--- config.mk ---
export PLATFORM = sky130hd
export DESIGN_NAME = seq_generator
export DESIGN_NICKNAME = d
export VERILOG_FILES = /design/src/rtl/seq_gen_pkg.sv /design/src/rtl/seq_generator.sv
export SDC_FILE = /design/constraint.sdc
export NUM_CORES = 1
export LEC_CHECK = 0
export ABC_AREA = 1
export CORE_MARGIN = 2
export CORE_UTILIZATION = 38
export CTS_CLUSTER_SIZE = 14
export DETAILED_ROUTE_END_ITERATION = 16
export SYNTH_ARGS = -nofsm -noshare
export SYNTH_HDL_FRONTEND = slang
export SYNTH_SLANG_ARGS = --single-unit
--- constraint.sdc ---
create_clock -name clk -period 1.2 [get_ports clk]
set_clock_uncertainty 0.05 [all_clocks]
set_input_delay 0.24 -clock clk [delete_from_list [all_inputs] [get_ports clk]]
set_output_delay 0.24 -clock clk [all_outputs]
set_load 0.01 [all_outputs]
--- src/rtl/seq_gen_pkg.sv ---
// Shared types and constants for the serial pattern transmitter.
package seq_gen_pkg;

    // Transmitter sequencing states
    typedef enum logic [1:0] {
        IDLE   = 2'd0,
        SEND   = 2'd1,
        GAP_ST = 2'd2,
        DONE   = 2'd3
    } state_t;

    // Pattern expected by the existing 0110 sequence detector
    localparam int unsigned    DEFAULT_PAT_W   = 4;
    localparam logic [3:0]     DEFAULT_PATTERN = 4'b0110;

    // Odd-parity bit: makes the total count of ones (data + parity) odd.
    // Zero-extension of narrower patterns does not change the result.
    function automatic logic odd_parity(input logic [63:0] value);
        return ~(^value);
    endfunction

endpackage

--- src/rtl/seq_generator.sv ---
// Serial pattern transmitter: sends PATTERN MSB-first, one bit per clock,
// repeated a latched number of times with GAP idle cycles between repetitions.
// Optional build macro PARITY_EN appends an odd-parity bit after each pattern.
module seq_generator
    import seq_gen_pkg::*;
#(
    parameter int unsigned       PAT_W   = DEFAULT_PAT_W,
    parameter logic [PAT_W-1:0]  PATTERN = PAT_W'(DEFAULT_PATTERN),
    parameter int unsigned       GAP     = 1,
    parameter int unsigned       CNT_W   = 4
) (
    input  logic             clk,
    input  logic             reset_n,
    input  logic             start,
    input  logic [CNT_W-1:0] reps,
    output logic             x,
    output logic             x_valid,
    output logic             busy,
    output logic             done
);

    localparam int unsigned IDX_W = (PAT_W > 1) ? $clog2(PAT_W) : 1;
    localparam int unsigned GAP_W = (GAP > 1) ? $clog2(GAP) : 1;
    localparam logic [IDX_W-1:0] IDX_MSB = IDX_W'(PAT_W - 1);

    state_t             r_state;
    logic [IDX_W-1:0]   r_bit_idx;
    logic [CNT_W-1:0]   r_rep_cnt;
    logic [GAP_W-1:0]   r_gap_cnt;
    logic               r_x;
    logic               r_x_valid;
    logic               r_busy;
    logic               r_done;
`ifdef PARITY_EN
    logic               r_par_phase;
`endif

    // Sequencer: state, counters and registered (Moore) outputs together
    always_ff @(posedge clk or negedge reset_n) begin
        if (!reset_n) begin
            r_state     <= IDLE;
            r_bit_idx   <= '0;
            r_rep_cnt   <= '0;
            r_gap_cnt   <= '0;
            r_x         <= 1'b0;
            r_x_valid   <= 1'b0;
            r_busy      <= 1'b0;
            r_done      <= 1'b0;
`ifdef PARITY_EN
            r_par_phase <= 1'b0;
`endif
        end else begin
            case (r_state)
                IDLE: begin
                    if (start) begin
                        r_state   <= SEND;
                        r_rep_cnt <= (reps == '0) ? CNT_W'(1) : reps;
                        r_bit_idx <= IDX_MSB;
                        r_x       <= PATTERN[PAT_W-1];
                        r_x_valid <= 1'b1;
                        r_busy    <= 1'b1;
                    end
                end

                SEND: begin
                    if (r_bit_idx != '0) begin
                        // Mid-pattern: advance to the next lower bit
                        r_bit_idx <= r_bit_idx - IDX_W'(1);
                        r_x       <= PATTERN[r_bit_idx - IDX_W'(1)];
                    end
`ifdef PARITY_EN
                    else if (!r_par_phase) begin
                        // LSB just went out: parity bit takes one more valid cycle
                        r_par_phase <= 1'b1;
                        r_x         <= odd_parity(64'(PATTERN));
                    end
`endif
                    else begin
`ifdef PARITY_EN
                        r_par_phase <= 1'b0;
`endif
                        if (r_rep_cnt > CNT_W'(1)) begin
                            // More repetitions pending: rewind to the MSB
                            r_rep_cnt <= r_rep_cnt - CNT_W'(1);
                            r_bit_idx <= IDX_MSB;
                            if (GAP > 0) begin
                                r_state   <= GAP_ST;
                                r_gap_cnt <= GAP_W'(GAP - 1);
                                r_x       <= 1'b0;
                                r_x_valid <= 1'b0;
                            end else begin
                                r_x       <= PATTERN[PAT_W-1];
                            end
                        end else begin
                            r_state   <= DONE;
                            r_x       <= 1'b0;
                            r_x_valid <= 1'b0;
                            r_busy    <= 1'b0;
                            r_done    <= 1'b1;
                        end
                    end
                end

                GAP_ST: begin
                    // Hold the line idle for GAP cycles, then resume with the MSB
                    if (r_gap_cnt == '0) begin
                        r_state   <= SEND;
                        r_x       <= PATTERN[PAT_W-1];
                        r_x_valid <= 1'b1;
                    end else begin
                        r_gap_cnt <= r_gap_cnt - GAP_W'(1);
                    end
                end

                DONE: begin
                    r_state <= IDLE;
                    r_done  <= 1'b0;
                end

                default: begin
                    r_state   <= IDLE;
                    r_x       <= 1'b0;
                    r_x_valid <= 1'b0;
                    r_busy    <= 1'b0;
                    r_done    <= 1'b0;
                end
            endcase
        end
    end

    // Output ports driven straight from their registers
    assign x       = r_x;
    assign x_valid = r_x_valid;
    assign busy    = r_busy;
    assign done    = r_done;

endmodule

==> flow_summary.ini <==
[run]
max_cap_viol_count = 0

[detailed_routing]
wirelength_um = 1460
dr.pass1.iters = 4
avgRoutedWirePerCell_um = 9.97
postRouteAntennaNets = 0
drc = 0
via_count = 643
routed_via_density = 4.40
initialDrtViolationCount = 9

[die]
io_pins = 11
die_h_um = 47.8
dieArea_um2 = 2290
core.rowCount = 15
initial_utilization = 0.413
die_w_um = 47.8
core-area_um2 = 1760

[cells_and_area]
register_area_um2 = 302
syn_to_final_growth_pct = 42.5
fillCellCount = 176
insertedDiodeCount = 0
final_area_um2 = 1040
multi_input_area_um2 = 429
nets = 132
fin_util = 0.589
drive_above_1_share = 0.380
stdcell_count = 146

[clock_tree]
cts.clk_slew.worst_paths_ns = 0.08
cts_sinks = 12
clock-root-buffer = clkbuf_4
cts_buffers = 3
insertion_delay_ns = 0.28
cts_tree = yes
cts.htree.levels = 1
cts_buffer_depth = 2

[placement]
dp_cells = 140
postPlaceCellArea_um2 = 985
dp_hpwl_um = 1220
routabilityCongestion = 0.841
portBuffers = 10

[synthesis]
avgSynthCellArea_um2 = 7.93
synth_nets = 102
synth_seq_cells = 12
synthCells = 92
synth_warnings = 0
synth_cell_types = 18
syn_area_um2 = 729
ys_seq_area_frac = 0.412

[sta]
slew_viol_final = 0
max_slew_margin = 0.850
rsz0062_at_grt = true
tightest_slew_ns = 0.224
period_share = 1.07
fin_ws_ns = -0.0885
setup_viol = 8
final_hold_viol_count = 0
min_period_ns = 1.29
fmax_mhz = 776

[worst_setup_path]
crit_end = r_bit_idx[0]
required_ns = 1.32
startpoint_type = flop
critPathMaxFanout = 5
worst_path_largest_cell_delay_ns = 0.42
path_cells = ha_2 -> o21ai_4 -> nand2b_4 -> nand2_2 -> nand2_1 -> nand2_1
cp-end-kind = flop
rr_endpoint = r_bit_idx[0]
crit_top_cell = nand2_1
slowest_stage = dfrtp_1
startpoint = r_rep_cnt[0]
cp.arrival_ns = 1.41
ff2ff_path_depth = 6
reg2reg_from = r_rep_cnt[0]
r2r_slack_ns = -0.09
critPathKind = flop to flop

[grt]
grt_antenna_before_repair = 0
grt.overflow.total = 0
grt_usage = 0.156
grt_pass1_vias = 589
grt_pass1_wl_um = 2430
grt_max_degree = 13

[power]
p_leak_nw = 0.526
pwr-share-clk = 0.100
seq_power_share = 0.226
p_int_w = 0.00181
switchingPower_w = 0.00139
ir_drop_mv = 1.93
netSwitchingFraction = 0.434
combPwrFrac = 0.674
powerDensity_nw_per_um2 = 3080

[hold_path]
min_path_type = primary input to async pin

[run_status]
violations = setup timing
outcome = finished with violations
-- metal layers --
layer	wire length [µm]	global-route usage	vias to the layer above	share of wire
met5	0	0	-	0
met4	14	0.0324	0	0.0096
met3	53	0.0566	2	0.036
met2	642	0.243	7	0.44
met1	745	0.210	287	0.51
li1	-	-	347	-
-- registers in the layout (all words and copies together) (netlist names) --
name and count:
x 1, r_state 2, done 1, r_rep_cnt 4, r_bit_idx 2, x_valid 1, busy 1
-- stage by stage --
step	TNS [ns]	hold WS (ns)	total power (W)	setup slack, ns
3_3_place_gp	-1.37	0.405	0.00275	-0.203
6_report	-0.451	0.208	0.00321	-0.0885
5_1_grt	-1.06	0.231	0.00348	-0.170
2_1_floorplan	-0.0973	-0.106	0.00211	-0.0226
3_5_place_dp	-1.51	0.416	0.00278	-0.222
4_1_cts	-0.546	0.209	0.00320	-0.0986
-- area by class of cell --
| type | count | share of cell area |
|---|---|---|
| well taps | 25 | 0.0301 |
| multi-input cells | 68 | 0.413 |
| repair buffers | 26 | 0.193 |
| flip-flops and latches | 12 | 0.290 |
| inverters | 11 | 0.0397 |
| clock buffers | 4 | 0.0349 |
-- synthesized netlist by cell type --
library cell,count,area share
o21ai_1,1,0.0069
nor2_1,6,0.031
nand2_2,3,0.026
dfrtp_1,12,0.41
a21oi_1,2,0.014
o21ai_4,1,0.022
inv_2,1,0.0051
nor2_2,1,0.0086
nor2_4,4,0.062
ha_1,3,0.051
nand2b_2,1,0.012
buf_6,1,0.015
o21ai_0,4,0.027
inv_1,10,0.051
o21ai_2,2,0.024
nand2_1,31,0.16
nand3_1,7,0.048
xnor2_1,2,0.024
-- power by group through the flow --
stage	clock, W	combinational [W]	sequential, W
finish	0.000320	0.00216	0.000726
global route	0.000350	0.00238	0.000752
CTS	0.000332	0.00215	0.000716
detailed placement	0	0.00206	0.000722
global placement	0	0.00203	0.000718
floorplan	0	0.00134	0.000766
-- cell usage in the layout (no fill, tap or decap), types with 2 or more instances in the layout --
master / Yosys / layout
o21ai_1: 1 / 2
ha_4: 0 / 2
buf_4: 0 / 16
nand2_2: 3 / 3
clkbuf_4: 0 / 3
nand2_1: 31 / 30
clkbuf_2: 0 / 4
a21oi_1: 2 / 2
xnor2_1: 2 / 2
inv_1: 10 / 6
dfrtp_1: 12 / 11
o21ai_4: 1 / 2
clkdlybuf4s50_1: 0 / 6
nand3_1: 7 / 7
o21ai_0: 4 / 3
nor2_4: 4 / 5
nor2_1: 6 / 6
inv_2: 1 / 5
-- critical path, delay by kind of cell, from the launching register on --
| family | cells | cell delay (ns) |
|---|---|---|
| DFF | 1 | 0.42 |
| AOI/OAI and AO/OA | 1 | 0.18 |
| adders and majority gates | 1 | 0.20 |
| and+or+nand+nor | 4 | 0.34 |
-- cells by family (layout without fill, tap and decap cells) --
kind of cell | after synthesis | count (layout) | share of synthesized area
and+or+nand+nor | 53 | 53 | 0.346
AOI/OAI and AO/OA | 10 | 10 | 0.0943
DFF | 12 | 12 | 0.412
xor gates and xnor gates | 2 | 2 | 0.0240
buffers and inverters | 12 | 41 | 0.0720
adders and majority gates | 3 | 3 | 0.0515
-- worst min-delay path by stage --
stage	slack, ns	end	depth (start not counted)	from
after floorplan	-0.11	busy	0	reset_n
after global placement	0.41	done	2	done
after detailed placement	0.42	r_bit_idx[1]	2	r_bit_idx[1]
after CTS	0.21	r_state[0]	2	reset_n
after global routing	0.23	done	2	reset_n
final	0.21	r_state[0]	2	reset_n
-- repair_timing --
item,in CTS,in global routing
buffers inserted,2,0
cloned,0,0
pin swaps,3,0
resized for setup,10,9
setup endpoints to repair,14,15
hold buffers,0,0
Power figures use the tool's default switching activity.
